==> src/rtl/uart_rx_fifo.sv <==
// rtl/uart_rx_fifo.sv - 8N1 UART receiver feeding a first-word-fall-through byte FIFO
module uart_rx_fifo #(
    parameter int CLOCKS_PER_BIT = 13,
    parameter int FIFO_DEPTH     = 4
) (
    input  logic       clock,
    input  logic       reset,
    input  logic       uart_rx,
    output logic [7:0] data_out,
    output logic       data_out_valid,
    input  logic       data_out_ready,
    output logic       framing_error,
    output logic       overrun
);

    localparam int CW = $clog2(CLOCKS_PER_BIT);
    localparam int AW = $clog2(FIFO_DEPTH);
    localparam logic [CW-1:0] CNT_HALF = CW'(CLOCKS_PER_BIT / 2);
    localparam logic [CW-1:0] CNT_LAST = CW'(CLOCKS_PER_BIT - 1);

    typedef enum logic [2:0] {
        S_IDLE,
        S_START,
        S_DATA,
        S_STOP,
        S_BREAK
    } state_t;

    state_t        state;
    logic          rx_meta;
    logic          rx_s;
    logic [CW-1:0] clk_cnt;
    logic [2:0]    bit_idx;
    logic [7:0]    shreg;
    logic          push;

    logic [AW:0]   wr_ptr;
    logic [AW:0]   rd_ptr;
    logic [7:0]    mem [FIFO_DEPTH];
    logic          empty;
    logic          full;
    logic          pop;
    logic          wr_en;

    // Flops preset to 1 so a reset never looks like a start bit.
    always_ff @(posedge clock) begin
        if (reset) begin
            rx_meta <= 1'b1;
            rx_s    <= 1'b1;
        end else begin
            rx_meta <= uart_rx;
            rx_s    <= rx_meta;
        end
    end

    always_ff @(posedge clock) begin
        if (reset) begin
            state         <= S_IDLE;
            clk_cnt       <= '0;
            bit_idx       <= '0;
            shreg         <= '0;
            push          <= 1'b0;
            framing_error <= 1'b0;
        end else begin
            push          <= 1'b0;
            framing_error <= 1'b0;
            case (state)
                S_IDLE: begin
                    clk_cnt <= '0;
                    if (!rx_s) state <= S_START;
                end
                S_START: begin
                    if (clk_cnt == CNT_HALF) begin
                        clk_cnt <= '0;
                        bit_idx <= '0;
                        state   <= rx_s ? S_IDLE : S_DATA;
                    end else begin
                        clk_cnt <= clk_cnt + CW'(1);
                    end
                end
                S_DATA: begin
                    if (clk_cnt == CNT_LAST) begin
                        clk_cnt        <= '0;
                        shreg[bit_idx] <= rx_s;
                        bit_idx        <= bit_idx + 3'd1;
                        if (bit_idx == 3'd7) state <= S_STOP;
                    end else begin
                        clk_cnt <= clk_cnt + CW'(1);
                    end
                end
                S_STOP: begin
                    if (clk_cnt == CNT_LAST) begin
                        clk_cnt <= '0;
                        if (rx_s) begin
                            push  <= 1'b1;
                            state <= S_IDLE;
                        end else begin
                            framing_error <= 1'b1;
                            state         <= S_BREAK;
                        end
                    end else begin
                        clk_cnt <= clk_cnt + CW'(1);
                    end
                end
                S_BREAK: begin
                    if (rx_s) state <= S_IDLE;
                end
                default: state <= S_IDLE;
            endcase
        end
    end

    // Extra pointer MSB distinguishes full from empty when the indices match.
    assign empty = (wr_ptr == rd_ptr);
    assign full  = (wr_ptr[AW] != rd_ptr[AW]) && (wr_ptr[AW-1:0] == rd_ptr[AW-1:0]);
    assign pop   = !empty && data_out_ready;
    assign wr_en = push && (!full || pop);

    always_ff @(posedge clock) begin
        if (reset) begin
            wr_ptr  <= '0;
            rd_ptr  <= '0;
            overrun <= 1'b0;
        end else begin
            if (wr_en) wr_ptr <= wr_ptr + 1'b1;
            if (pop)   rd_ptr <= rd_ptr + 1'b1;
            overrun <= push && full && !pop;
        end
    end

    always_ff @(posedge clock) begin
        if (wr_en) mem[wr_ptr[AW-1:0]] <= shreg;
    end

    assign data_out_valid = !empty;
    assign data_out       = empty ? 8'h00 : mem[rd_ptr[AW-1:0]];

endmodule
==> config.mk <==
export PLATFORM = sky130hd
export DESIGN_NAME = uart_rx_fifo
export DESIGN_NICKNAME = d
export VERILOG_FILES = /design/src/rtl/uart_rx_fifo.sv
export SDC_FILE = /design/constraint.sdc
export NUM_CORES = 1
export LEC_CHECK = 0
export ABC_AREA = 1
export ABC_CLOCK_PERIOD_IN_PS = 4400
export BUFFER_PORTS_ARGS = -buffer_cell sky130_fd_sc_hd__clkbuf_2
export CELL_PAD_IN_SITES_DETAIL_PLACEMENT = 0
export CELL_PAD_IN_SITES_GLOBAL_PLACEMENT = 1
export CORE_UTILIZATION = 45
export CTS_BUF_LIST = sky130_fd_sc_hd__clkbuf_16
export CTS_CLUSTER_DIAMETER = 40
export CTS_CLUSTER_SIZE = 10
export DETAILED_ROUTE_END_ITERATION = 8
export HOLD_SLACK_MARGIN = 0.15
export PLACE_DENSITY = 0.76
export REMOVE_ABC_BUFFERS = 1
export SKIP_CTS_REPAIR_TIMING = 1
export SLEW_MARGIN = 5
export SYNTH_ARGS = -nofsm -noshare
export SYNTH_HDL_FRONTEND = slang
export SYNTH_SLANG_ARGS = --single-unit
==> constraint.sdc <==
create_clock -name clock -period 4.4 [get_ports clock]
set_clock_uncertainty 0.15 [all_clocks]
set_input_delay 0.88 -clock clock [delete_from_list [all_inputs] [get_ports clock]]
set_output_delay 0.88 -clock clock [all_outputs]
set_load 0.01 [all_outputs]
## After elaboration in Yosys (flattened, before gate mapping)

Memories as Yosys holds them, arrays and structs flattened. A register that Yosys moved wholly into a read port is not among the register bits.
Index checks and enable logic that the tools add are counted.

| storage, ports and cells | value |
|---|---|
| output and inout port bits | 11 |
| input port bits | 4 |
| word-level logic and storage cells | 79 |
| register bits | 29 |
| bits in writable memories | 32 |
| memories kept | 1 |

Memory list:

| name | depth | width | rd ports | clocked after Yosys merged registers in | write ports | line | source |
|---|---|---|---|---|---|---|---|
| mem | 4 | 8 | 1 | 1 | 1 | 39 | `logic [7:0] mem [FIFO_DEPTH];` |

| operators by class | value |
|---|---|
| magnitude comparators | 2 |
| eq/ne operators | 16 |
| bitwise gates (word level) | 2 |
| add/sub/neg operators | 4 |
| reductions and logical operators | 18 |
| multiplexer cells | 25 |

Operators with widths:

| operator | number |
|---|---|
| 2-to-1 mux 3 bit | 9 |
| one-hot mux 3 bit (5 select lines) | 1 |
| != test 2 bit, second input constant | 6 |
| one-hot mux 4 bit (3 select lines) | 1 |
| adder 3 x 1 -> 3 bit, second input constant | 3 |
| bitwise mux 8 bit | 1 |
| 2-to-1 mux 4 bit | 2 |
| 2-to-1 mux 8 bit | 1 |
| == test 3 x 2 -> 1 bit, second input constant | 2 |
| == test 3 bit, second input constant | 2 |
| logical AND 1 bit | 6 |
| 2-to-1 mux 2 bit | 3 |
| one-hot mux 3 bit (2 select lines) | 1 |
| AND reduction 6 bit | 1 |
| 2-to-1 mux 1 bit | 5 |
| adder 4 x 1 -> 4 bit, second input constant | 1 |
| == test 4 x 3 -> 1 bit, second input constant | 1 |
| == test 4 bit, second input constant | 1 |
| less-than comparator 3 x 4 -> 1 bit, second input constant | 1 |
| demux 1 bit (select 3 bit) | 1 |
| == test 3 x 1 -> 1 bit, second input constant | 1 |
| == test 3 bit | 1 |
| >= comparator 3 x 1 -> 1 bit, second input constant | 1 |
| logical NOT 1 bit | 3 |
| other kinds (11) | 12 |

## Depth between registers and ports, before layout

| logic depth | value |
|---|---|
| depth after elaboration | 7 |
| gate-level depth with buffers | 9 |
| depth with buffers taken out | 9 |

## Worst setup path before layout

OpenSTA, ideal clock, no wires.

| path | value |
|---|---|
| path kind | register -> output |
| start point | register (tool-made name) |
| end point | output data_out[1] |
| path buffers | 2 |
| cell stages (with the launch flop) | 8 |
| data required time | 3.370 ns |
| path slack | 2.284 ns |
| data arrival time | 1.086 ns |
| cell sequence | dfxtp_1 buf_6 inv_1 buf_6 nor2_1 o32ai_1 nand2_1 inv_1 |

RTL lines:

| what | line | source |
|---|---|---|
| end: declaration | 9 | `output logic [7:0] data_out,` |

==> results.tsv <==
metric	value	unit
maximum clock rate	349	MHz
Port-buffer cells	14	
setup ws final	1.53	ns
critical path type	register to primary output	
slowest stage delay, CP	0.64	ns
Worst EP arrival	1.84	ns
RePlAce Congestion	0.786	
Via density	4.99	
switching share of power	0.265	
crit path time final	2.87	ns
Distinct cells, synth	28	
drt total wl	5120	um
worst-margin pin slew	0.783	ns
Avg Cell Area, Syn	8.97	sq um
power per cell area	447	nW/um^2
starting density of the core	0.477	
startpoint types	register	
Clk Latency, worst-skew pair	0.33	ns
Worst EP required	3.37	ns
share of total power in the clock network	0.444	
die area	6700	sq um
Fin. Hold Viols	0	
Place WS	1.86	ns
residual DRC count	0	
share of the synthesized area in the top cell type	0.335	
layout cells sized above 1	0.135	
total track usage	0.174	
final-stage net count	349	
GRT overflow	0	
Sw Pwr	0.000384	W
#FFs+latches synth	63	
DR WL/cell	12.3	um
Synth area leaders	edfxtp_1, dfxtp_1, nand2_1	
initial antenna violation count	0	
pin count of the biggest net entering global routing	19	
max_slew headroom	0.476	
Layout area overhead	13.2	%
Final setup viols	0	
worst min-delay path category	register to register	
buffers and inverters on the worst path	3	
crit end category	primary output	
root buffer cell	clkbuf_16	
max-slew violation count	0	
Final period util	0.652	
cell count after synthesis	320	
vias in the first global route	1828	
Leakage	1.34	nW
P_int	0.00107	W
max_cap viols	0	
TritonCTS Sinks	63	
H-tree depth	3	
first-pass GRT wire length	8480	um
number of routed nets with antenna violations	0	
Pre-Repair DR Iteration Count	5	
Inserted Clock Buffers	9	
Seq pwr share	0.450	
Combinational Power Share	0.106	
critical path's slowest cell	dfxtp_1	
sequential share of the synthesized area	0.551	
Final TNS setup	0	ns
crit path cell chain	inv_1 > nor2_1 > o32ai_1 > nand2_1 > inv_1 > clkbuf_2	
core box area	6030	sq um
Via Count	2070	
Post-Syn Area	2870	sq um
Ys Warns	0	
RSZ-0062 raised after global routing	false	
CTS tree	yes	
Crit path top cell by count	inv_1	
Clock transition at path regs	0.05	ns
status	complete, no violations	
die height	81.9	um
Max VDD drop	306	uV
Row Count	28	
clock buffer depth	2	
number of DRC violations after detailed-routing iteration 0	107	
Post-DP HPWL	3530	um
ANT cells	0	
Yosys top cell by area	edfxtp_1	
IO Count	15	
CP top delay family	flip-flops	
crit path max fanout	17	
Die Wd	81.9	um
==> cell type report <==
cell class              count  area (sq um)
clock buffers               9           225
clock inverters             7          57.6
fillers                   573          2780
inverters                  38           143
multi-input cells         209          1080
flip-flops and latches     63          1580
well taps                  75          93.8
repair buffers             14          70.1
==> Yosys cell counts (all sizes together) <==
master  instances
nor4            2
nand3          15
inv            38
xor2            3
buf             7
o21ai          20
o32ai           8
nand4           3
a21oi          17
ha             10
nor2           60
dfxtp          31
nand2          67
nor3            2
edfxtp         32
or2             2
clkbuf          3
==> cells in the final DEF, fill, tap and decap left out, drive strengths merged <==
cell       n
nand2     67
nor2      60
inv       39
edfxtp    32
dfxtp     31
clkbuf    23
o21ai     20
a21oi     17
nand3     15
ha        10
o32ai      8
xor2       3
clkinv     3
clkinvlp   3
nand4      3
nor3       2
or2        2
nor4       2
==> layer usage <==
metal	track usage	part of all wire
met3	0.0667	0.041
met2	0.271	0.46
met5	0	0
met1	0.220	0.48
met4	0.0632	0.013
==> state kept, by name, summed over array words and instances, names as in the netlist, named ones only <==
name           count
rx_meta            1
push               1
shreg              8
framing_error      1
rd_ptr             3
overrun            1
bit_idx            3
mem               32
state              3
wr_ptr             3
clk_cnt            4
rx_s               1
==> kinds of logic after synthesis <==
family,count (synthesis),synth area share
AOI/OAI and AO/OA,45,0.0902
and+or+nand+nor,151,0.233
adders and majority gates,10,0.0436
buffers and inverters,48,0.0732
DFF,63,0.551
xor gates and xnor gates,3,0.00915
==> worst reg2reg max path, delay by kind of cell, from the launching register on <==
family / cells / cell delay (ns)
buf+inv: 1 / 0.15
flops: 1 / 0.35
simple gates: 6 / 1.08
==> path summary, 6_finish.rpt <==
| kind | from | to | slack (ns) | cells after the start |
|---|---|---|---|---|
| worst min-delay path | rx_meta | rx_s | 0.25 | 1 |
| worst max-delay path | register | data_out[7] | 1.53 | 6 |
| worst max register to register | wr_ptr[0] | mem[0][7] | 2.30 | 7 |
| worst min register to register | rx_meta | rx_s | 0.25 | 1 |
==> per-stage QoR <==
step	instance area [sq um]	util	cells	hold WS, ns	total power, W
floorplan	2800	-	310	0.239	0.000779
global placement	2970	0.493	399	0.242	0.000821
detailed placement	2970	0.493	399	0.243	0.000822
CTS	3250	0.539	415	0.256	0.00147
global route	3250	0.539	415	0.272	0.00152
finish	3250	0.539	415	0.255	0.00145
==> power groups by stage <==
stage	logic [W]	clock network (W)	registers (W)
after detailed placement	0.000157	0	0.000665
after global placement	0.000156	0	0.000665
after floorplan	0.000121	0	0.000658
after CTS	0.000157	0.000660	0.000652
after global routing	0.000181	0.000683	0.000656
final	0.000154	0.000645	0.000653
Note: power is estimated with default switching activity, not from simulation.
